## config.mk

```make
export PLATFORM = sky130hd
export DESIGN_NAME = instr_encoder_loader_flat
export DESIGN_NICKNAME = d
export VERILOG_FILES = /design/src/rtl/instr_encoder_loader_if.sv /design/src/rtl/instr_encoder_loader.sv /design/src/flat_wrapper.sv
export SDC_FILE = /design/constraint.sdc
export NUM_CORES = 1
export LEC_CHECK = 0
export BUFFER_PORTS_ARGS = -buffer_cell sky130_fd_sc_hd__buf_4
export CELL_PAD_IN_SITES_DETAIL_PLACEMENT = 1
export CELL_PAD_IN_SITES_GLOBAL_PLACEMENT = 1
export CORE_MARGIN = 1.5
export CORE_UTILIZATION = 30
export CTS_CLUSTER_SIZE = 40
export DETAILED_ROUTE_END_ITERATION = 12
export GPL_ROUTABILITY_DRIVEN = 0
export GPL_TIMING_DRIVEN = 0
export PLACE_DENSITY_LB_ADDON = 0.1
export RECOVER_POWER = 50
export SLEW_MARGIN = 20
export SYNTH_ARGS = -nofsm -noshare
export SYNTH_HDL_FRONTEND = slang
export SYNTH_SLANG_ARGS = --single-unit
```

## constraint.sdc

```tcl
create_clock -name clk -period 2.1 [get_ports clk]
set_input_delay 0.315 -clock clk [delete_from_list [all_inputs] [get_ports clk]]
set_output_delay 0.315 -clock clk [all_outputs]
set_load 0.05 [all_outputs]
```

## src/rtl/instr_encoder_loader_if.sv

```systemverilog
// Field-bundle handshake from the boot/test front end plus the instruction-memory
// write port produced by the loader.
interface instr_encoder_loader_if;
  logic        in_valid;
  logic        in_ready;
  logic [4:0]  opcode;
  logic        addressing_mode;
  logic [2:0]  rd;
  logic [2:0]  rs1;
  logic [2:0]  rs2;
  logic [3:0]  data_mem;
  logic [5:0]  instruction_mem;
  logic [2:0]  s_r_amount;
  logic        imem_we;
  logic [5:0]  imem_addr;
  logic [15:0] imem_wdata;

  modport master (
    output in_valid, opcode, addressing_mode, rd, rs1, rs2,
           data_mem, instruction_mem, s_r_amount,
    input  in_ready, imem_we, imem_addr, imem_wdata
  );

  modport slave (
    input  in_valid, opcode, addressing_mode, rd, rs1, rs2,
           data_mem, instruction_mem, s_r_amount,
    output in_ready, imem_we, imem_addr, imem_wdata
  );
endinterface

```

## src/rtl/instr_encoder_loader.sv

```systemverilog
// Packs decoded instruction fields into 16-bit words and streams them into
// consecutive instruction-memory locations, one write per accepted bundle.
module instr_encoder_loader #(
  parameter logic [5:0] BASE_ADDR = 6'd0,
  parameter logic [5:0] LAST_ADDR = 6'd63
) (
  input  logic                          clk,
  input  logic                          rst,
  input  logic                          start,
  instr_encoder_loader_if.slave         bus,
  output logic [6:0]                    count,
  output logic                          busy,
  output logic                          done,
  output logic                          err_illegal
);

  typedef enum logic [1:0] {IDLE, LOAD, DONE, ERR} state_t;

  typedef struct packed {
    logic [4:0] opcode;
    logic       mode;
    logic [2:0] rd;
    logic [2:0] rs1;
    logic [2:0] rs2;
    logic [3:0] dm;
    logic [5:0] im;
    logic [2:0] sa;
  } req_t;

  state_t      state, state_nxt;
  req_t        req;
  logic [5:0]  wptr;
  logic [15:0] enc;
  logic        accept, illegal, last;

  assign req = '{opcode: bus.opcode, mode: bus.addressing_mode, rd: bus.rd,
                 rs1: bus.rs1, rs2: bus.rs2, dm: bus.data_mem,
                 im: bus.instruction_mem, sa: bus.s_r_amount};

  assign bus.in_ready = (state == LOAD);
  assign busy         = (state == LOAD);
  assign done         = (state == DONE);
  assign accept       = bus.in_valid && (state == LOAD);
  assign illegal      = req.opcode inside {[5'd26:5'd30]};
  // HALT or the last slot closes the session; the final write still lands.
  assign last         = (req.opcode == 5'd31) || (wptr == LAST_ADDR);

  // Field placement mirrors the decoder so every written word round-trips.
  always_comb begin
    enc         = '0;
    enc[15:11]  = req.opcode;
    enc[10]     = req.mode;
    case (req.opcode) inside
      5'd0: begin
        enc[9:7] = req.rd;
        if (req.mode) enc[6:3] = req.dm;
        else          enc[6:4] = req.rs1;
      end
      5'd1, 5'd2, 5'd3, 5'd4, 5'd7, 5'd8, 5'd10, 5'd25: begin
        enc[9:7] = req.rd;
        enc[6:4] = req.rs1;
        if (req.mode) enc[3:0] = req.dm;
        else          enc[3:1] = req.rs2;
      end
      5'd5, 5'd6, 5'd9: begin
        if (req.mode) enc[9:6] = req.dm;
        else          enc[9:7] = req.rd;
      end
      5'd11: begin
        enc[9:7] = req.rd;
        enc[6:3] = req.dm;
      end
      5'd12: begin
        enc[9:6] = req.dm;
        enc[5:3] = req.rd;
      end
      5'd13, 5'd14, 5'd22, 5'd23, 5'd24: enc[9:4] = req.im;
      [5'd16:5'd21]: begin
        if (req.mode) begin
          enc[9:6] = req.dm;
          enc[5:3] = req.sa;
        end else begin
          enc[9:7] = req.rd;
          enc[6:4] = req.sa;
        end
      end
      default: ;
    endcase
  end

  always_comb begin
    state_nxt = state;
    case (state)
      LOAD: begin
        if (accept) begin
          if (illegal)   state_nxt = ERR;
          else if (last) state_nxt = DONE;
        end
      end
      default: if (start) state_nxt = LOAD;
    endcase
  end

  always_ff @(posedge clk or negedge rst) begin
    if (!rst) state <= IDLE;
    else      state <= state_nxt;
  end

  always_ff @(posedge clk or negedge rst) begin
    if (!rst) begin
      wptr           <= BASE_ADDR;
      count          <= '0;
      err_illegal    <= 1'b0;
      bus.imem_we    <= 1'b0;
      bus.imem_addr  <= '0;
      bus.imem_wdata <= '0;
    end else begin
      bus.imem_we <= 1'b0;
      if (state != LOAD && start) begin
        wptr        <= BASE_ADDR;
        count       <= '0;
        err_illegal <= 1'b0;
      end
      if (accept) begin
        if (illegal) begin
          err_illegal <= 1'b1;
        end else begin
          bus.imem_we    <= 1'b1;
          bus.imem_addr  <= wptr;
          bus.imem_wdata <= enc;
          count          <= count + 7'd1;
          // Pointer parks at the last slot; only start rewinds it.
          if (wptr != LAST_ADDR) wptr <= wptr + 6'd1;
        end
      end
    end
  end

endmodule

```

## src/flat_wrapper.sv

```systemverilog
// flat-port wrapper written by rule: the top's interface ports become plain ports
module instr_encoder_loader_flat 
#(
  parameter logic [5:0] BASE_ADDR = 6'd0,
  parameter logic [5:0] LAST_ADDR = 6'd63
)
  (clk, rst, start, count, busy, done, err_illegal, bus_in_valid, bus_opcode, bus_addressing_mode, bus_rd, bus_rs1, bus_rs2, bus_data_mem, bus_instruction_mem, bus_s_r_amount, bus_in_ready, bus_imem_we, bus_imem_addr, bus_imem_wdata);
  instr_encoder_loader_if bus_i ();
  input  logic clk;
  input  logic rst;
  input  logic start;
  output logic [6:0] count;
  output logic busy;
  output logic done;
  output logic err_illegal;
  input wire logic [$bits(bus_i.in_valid)-1:0] bus_in_valid;
  input wire logic [$bits(bus_i.opcode)-1:0] bus_opcode;
  input wire logic [$bits(bus_i.addressing_mode)-1:0] bus_addressing_mode;
  input wire logic [$bits(bus_i.rd)-1:0] bus_rd;
  input wire logic [$bits(bus_i.rs1)-1:0] bus_rs1;
  input wire logic [$bits(bus_i.rs2)-1:0] bus_rs2;
  input wire logic [$bits(bus_i.data_mem)-1:0] bus_data_mem;
  input wire logic [$bits(bus_i.instruction_mem)-1:0] bus_instruction_mem;
  input wire logic [$bits(bus_i.s_r_amount)-1:0] bus_s_r_amount;
  output wire logic [$bits(bus_i.in_ready)-1:0] bus_in_ready;
  output wire logic [$bits(bus_i.imem_we)-1:0] bus_imem_we;
  output wire logic [$bits(bus_i.imem_addr)-1:0] bus_imem_addr;
  output wire logic [$bits(bus_i.imem_wdata)-1:0] bus_imem_wdata;
  assign bus_i.in_valid = bus_in_valid;
  assign bus_i.opcode = bus_opcode;
  assign bus_i.addressing_mode = bus_addressing_mode;
  assign bus_i.rd = bus_rd;
  assign bus_i.rs1 = bus_rs1;
  assign bus_i.rs2 = bus_rs2;
  assign bus_i.data_mem = bus_data_mem;
  assign bus_i.instruction_mem = bus_instruction_mem;
  assign bus_i.s_r_amount = bus_s_r_amount;
  assign bus_in_ready = bus_i.in_ready;
  assign bus_imem_we = bus_i.imem_we;
  assign bus_imem_addr = bus_i.imem_addr;
  assign bus_imem_wdata = bus_i.imem_wdata;
  instr_encoder_loader #(.BASE_ADDR(BASE_ADDR), .LAST_ADDR(LAST_ADDR)) u_core (.clk(clk), .rst(rst), .start(start), .bus(bus_i), .count(count), .busy(busy), .done(done), .err_illegal(err_illegal));
endmodule
```

==> results of run 1 <==
==> power by group through the flow <==
stage | Sequential [uW] | Clock (uW) | Combinational [uW]
floorplan | 1430 | 0 | 415
global placement | 1030 | 0 | 1230
detailed placement | 1040 | 0 | 1250
CTS | 1020 | 693 | 1250
global route | 1040 | 728 | 1270
finish | 1020 | 673 | 1180
==> cell type report <==
cell class                 count  share of cell area, %
buffer                        23                  4.723
clock buffer                   6                  2.435
clock inverter                 2                  1.033
inverter                       9                 0.9963
multi-input combinational    255                  46.05
sequential                    39                  28.78
tap                          108                  3.985
timing repair buffer          63                  11.99
==> per-stage QoR <==
step	utilization, %	power (uW)	hold WS [ns]	area [sq um]
2_1_floorplan	-	1843	0.01941	2731
3_3_place_gp	38.11	2263	0.3287	3339
3_5_place_dp	38.11	2283	0.3307	3339
4_1_cts	39.45	2964	0.006591	3457
5_1_grt	38.69	3039	0.2597	3391
6_report	38.69	2869	0.1756	3391
==> per-layer routing <==
metal  track usage (%)  routed length, um
met5                 0                  0
met4             4.659                112
met3             1.489                243
met2             32.77               4443
met1             27.89               4364
==> cell families after synthesis <==
logic type               after synthesis  synth area share (%)
AND/OR/NAND/NOR                      143                 26.98
multiplexers                           8                 2.932
XOR/XNOR                               3                0.9622
AO/OA/AOI/OAI                         99                 25.38
adder cells (fa/ha/maj)                2                0.9160
flip-flops                            39                 35.73
buffers and inverters                 32                 7.101
==> synth_stat cells, types with 3 or more instances <==
cell type  instances
nand2_1           67
dfrtp_1           39
o21ai_0           24
a21oi_1           18
nor2_1            17
nand3_1           15
buf_2              8
mux2i_1            8
inv_1              7
o211ai_1           7
o21ai_1            7
buf_6              6
nor2b_1            6
a21o_1             5
buf_4              5
nand2b_1           4
nor3_1             4
a211oi_1           3
a31oi_1            3
and3_1             3
nand3b_1           3
nand4_1            3
o21bai_1           3
xor2_1             3
==> critical path: cells and delay by family (launching register included) <==
kind                     cells  cell delay (ns)
flip-flops                   1             0.41
AND/OR/NAND/NOR              2             0.53
AO/OA/AOI/OAI                3             0.49
adder cells (fa/ha/maj)      1             0.22
==> state kept, by name (all words and copies together) (netlist names) <==
name	flops
u_core.bus.imem_addr	6
u_core.bus.imem_we	1
u_core.bus.imem_wdata	16
u_core.state	2
u_core.count	7
u_core.wptr	6
u_core.err_illegal	1
==> path summary, 6_finish.rpt <==
kind	cells past startpoint	endpoint	start
worst min register to register	2	u_core.bus.imem_addr[3]	u_core.bus.imem_addr[3]
min in group clk	3	u_core.bus.imem_wdata[5]	bus_rs1[1]
worst max-delay path	6	u_core.wptr[3]	u_core.wptr[0]
worst min-delay path	1	u_core.bus.imem_wdata[15]	rst
max in group asynchronous	1	u_core.bus.imem_wdata[14]	rst
worst max register to register	6	u_core.wptr[3]	u_core.wptr[0]
==> metrics, run 1 <==
status=finished clean; post-DP HPWL=6991 um; slowest CP cell=or3_1; vias in the first global route=2,803; Worst setup SP type=register; power per cell area=846.1 nW/um^2; Post-synth EDFFs=0; routed len/inst=18.14 um; P&R area growth vs syn=24.14%; critical path cell sequence=ha_1 > nand2_1 > or3_1 > a21oi_1 > a31oi_1 > o21ai_1; deepest clock path buffer count=2; area leader, netlist=dfrtp_1; Top Ports=66; Final Setup Violations=0; CP Data Arrival Time=1.94 ns; DR iter-0 viols=81; total net switching power=1253 uW; PostCTS Resize Cnt=0; TritonCTS clock tree=built; Initial Util=31.17%; clock latency at the later pin of the worst-skew pair=0.29 ns; crit share post-route=81.75%; Leak=0.001536 uW; final std cells w/o fill=505; die width=98.42 um; share of cells above drive strength 1=22.67%; Inserted Clock Buffers=5; crit path max fanout=5; total setup buffers inserted after CTS=0; clk_skew=0.006639 ns; nets=430; Synth async-reset ratio=100.0%; RSZ-0062 raised after global routing=false; grt total ovfl=0; DRT Pass-1 Iters=4; core region area=8763 sq um; Hold Crit Class=in -> async; most frequent cells in the layout=67 x nand2_1, 50 x buf_4, 39 x dfrtp_1; synthesized flop and latch total=39; Hold-fix buffers, CTS=0; Sw Share=43.68%; Slew Viols, Final=0; sequential area share after synthesis=35.73%; Peak VDD IR=0.3480 mV; Required @ worst endpoint=2.33 ns; die area=9686 sq um; Mapped Area=2731 sq um; Clock power frac=23.5%; DRC viols=0; DIE HEIGHT=98.42 um; antenna viol nets, final=0; CP Capture Type=register; # fillers=1,087; Reg area=975.9 sq um; cell count after synthesis=326; combinational power share=41.1%; syn_nets=360; fmax=582.5 MHz; placed insts=497; routed vias/inst=5.386; maxcap violations=0; top-area cell type share of the netlist area=35.73%; root buf cell=clkbuf_8; R2R Setup Slk=0.38 ns; largest net degree at the start of global routing=40; H-tree depth=2; row count=34; Hold Fails Final Rpt=0; worst-margin pin slew=1.006 ns; Main synth FF type=dfrtp_1; top cells by area, synth=dfrtp_1 36%, nand2_1 9.2%, o21ai_0 4.4%; first-pass GRT wire length=15,100 um; vias post-DR=2,720; most common cell after layout, fill and taps aside=nand2_1; time the worst path needs with I/O delays and setup=1.717 ns; normalized max-slew margin=32.96%; CP peak stage delay=0.44 ns; initial antenna violation count=0; Unique masters post-synth=62; setup ws final=0.3833 ns; CTS sink count=39; synth warn=0; Mapped Avg Cell Area=8.378 sq um; Routed WL=9163 um; internal power=1616 uW; # diodes=0; GRT Util Overall=19.67%; # port buffers=63; critical path class=reg -> reg; Setup TNS Final=0 ns; area of the multi-input gates=1562 sq um; clock slew at reported path FFs=0.08 ns; DP Worst Slack=0.2077 ns; Seq pwr share=35.5%
Note: power is estimated with default switching activity, not from simulation.
==> run 2: changes to the inputs <==
Clock period 2.1 ns to 1.4 ns, I/O delays scaled along.
==> run 2 against run 1 <==
  * The flow now finishes with violations (negative setup slack)
  * Register-to-register slack worse by 0.50 ns
  * Cell area is 13% higher
  * Setup slack worse by 0.50 ns
  * Combinational power is 80% higher
  * Die area stayed put
  * Clock power is 48% higher
  * First-iteration DRC count is 2.5% lower
  * Total power is 62% higher
  * Global-route usage is 0.078 points higher
  * Flip-flop and latch count stayed put
  * Fmax is 13% higher
  * Largest cell class unchanged
==> metrics, run 2 (synthesis gave the netlist of run 1 again) <==
vias post-DR=2,795; first-pass GRT wire length=15,370 um; worst-margin pin slew=0.9302 ns; # fillers=1,055; core region area=8763 sq um; setup ws final=-0.1144 ns; vias in the first global route=2,852; maxcap violations=0; Hold Fails Final Rpt=0; TritonCTS clock tree=built; # diodes=0; antenna viol nets, final=0; die area=9686 sq um; row count=34; Inserted Clock Buffers=5; final std cells w/o fill=520; routed vias/inst=5.375; largest registers=u_core.bus.imem_wdata (16), u_core.count (7); nets=445; GRT Util Overall=19.75%; DR iter-0 viols=79; H-tree depth=2; CP peak stage delay=0.40 ns; fmax=660.3 MHz; P&R area growth vs syn=39.95%; clock latency at the later pin of the worst-skew pair=0.29 ns; DRC viols=0; Initial Util=31.17%; Top reg by flops=u_core.bus.imem_wdata; DIE HEIGHT=98.42 um; grt total ovfl=0; root buf cell=clkbuf_8; routed len/inst=18.44 um; Final Setup Violations=28; most frequent cells in the layout=72 x buf_4, 63 x nand2_1, 37 x dfrtp_1; DRT Pass-1 Iters=4; violated checks=negative setup slack; RSZ-0062 raised after global routing=true; CTS sink count=39; power per cell area=1215 nW/um^2; R2R Setup Slk=-0.11 ns; time the worst path needs with I/O delays and setup=1.514 ns; post-DP HPWL=6912 um; deepest clock path buffer count=2; CP Data Arrival Time=1.68 ns; Worst setup SP type=register; clock slew at reported path FFs=0.08 ns; slowest CP cell=dfrtp_1; Leak=0.001758 uW; clk_skew=0.008177 ns; Slew Viols, Final=0; placed insts=497; crit share post-route=108.2%; Tot Pwr=4643 uW; normalized max-slew margin=37.98%; Hold Crit Class=in -> reg; Peak VDD IR=0.3909 mV; CP Capture Type=register; initial antenna violation count=0; share of cells above drive strength 1=37.14%; most common cell after layout, fill and taps aside=buf_4; Top Ports=66; die width=98.42 um; Routed WL=9587 um; critical path cell sequence=nand3b_1 > a21o_4 > buf_8 > a2111oi_4 > a22oi_2; critical path class=reg -> reg; largest net degree at the start of global routing=40; # port buffers=63; status=complete, but fails checks; crit path max fanout=5; Required @ worst endpoint=1.56 ns; max FFs per register=16
[run 2: changes by cell type in the layout (fill, tap and decap cells not counted), sizes merged]
| cell | previous run | this run |
|---|---|---|
| clkbuf | 26 | 8 |
| buf | 66 | 98 |
| dlygate4sd3 | 0 | 1 |
[run 2: metal layers]
| layer | vias up | GRT usage, % | wire (um) |
|---|---|---|---|
| met3 | 9 | 1.986 | 442 |
| met4 | 0 | 3.900 | 114 |
| met5 | - | 0 | 0 |
| met2 | 70 | 34.56 | 4835 |
| li1 | 1344 | - | - |
| met1 | 1372 | 26.60 | 4195 |
[run 2: power by group]
group          total, uW  switching, uW  internal (uW)
combinational       2120           1360            762
sequential          1520            177           1350
clock                998            420            577
total               4640           1960           2690
[run 2: final timing paths]
path,from,to,cells past startpoint
hold reg to reg,u_core.bus.imem_addr[5],u_core.bus.imem_addr[5],2
setup / recovery,u_core.state[1],u_core.bus.imem_wdata[6],5
min in group asynchronous,rst,u_core.count[6],2
setup reg to reg,u_core.state[1],u_core.bus.imem_wdata[6],5
hold / removal,start,u_core.state[0],3
max in group asynchronous,rst,u_core.count[0],2
[run 2: metrics by stage]
stage / setup WS (ns) / setup TNS [ns] / hold slack [ns] / utilization [%] / instance area (sq um)
3_5_place_dp: -0.4046 / -8.631 / 0.2270 / 38.46 / 3371
4_1_cts: -0.09484 / -2.035 / 0.1754 / 42.06 / 3686
2_1_floorplan: -0.05454 / -0.1222 / -0.08559 / - / 2763
5_1_grt: -0.2128 / -4.627 / 0.1954 / 43.62 / 3822
3_3_place_gp: -0.3924 / -8.635 / 0.2243 / 38.46 / 3371
6_report: -0.1144 / -1.246 / 0.1899 / 43.62 / 3822
[run 2: final cells by class]
| class | count | area [sq um] | share of cell area, % |
|---|---|---|---|
| multi-input cells | 255 | 1708 | 44.68 |
| flip-flops and latches | 39 | 978.4 | 25.60 |
| repair buffers | 78 | 619.3 | 16.20 |
| plain buffers | 23 | 222.7 | 5.827 |
| well taps | 108 | 135.1 | 3.535 |
| clock buffers | 6 | 82.58 | 2.160 |
| inverters | 9 | 41.29 | 1.080 |
| clock inverters | 2 | 35.03 | 0.9165 |
[run 2: repair_timing]
item	CTS	global route
gates cloned	2	0
endpoints found under the hold margin	39	0
gates resized for setup	33	40
setup buffers	12	0
endpoints found under the setup margin	38	40
pin swaps	13	14
hold buffers	1	0
[run 2: worst max-delay path, delay by kind of cell, from the launching register on]
kind,cells,cell delay (ns)
flops,1,0.40
simple gates,1,0.21
buf+inv,1,0.15
compound gates,3,0.62
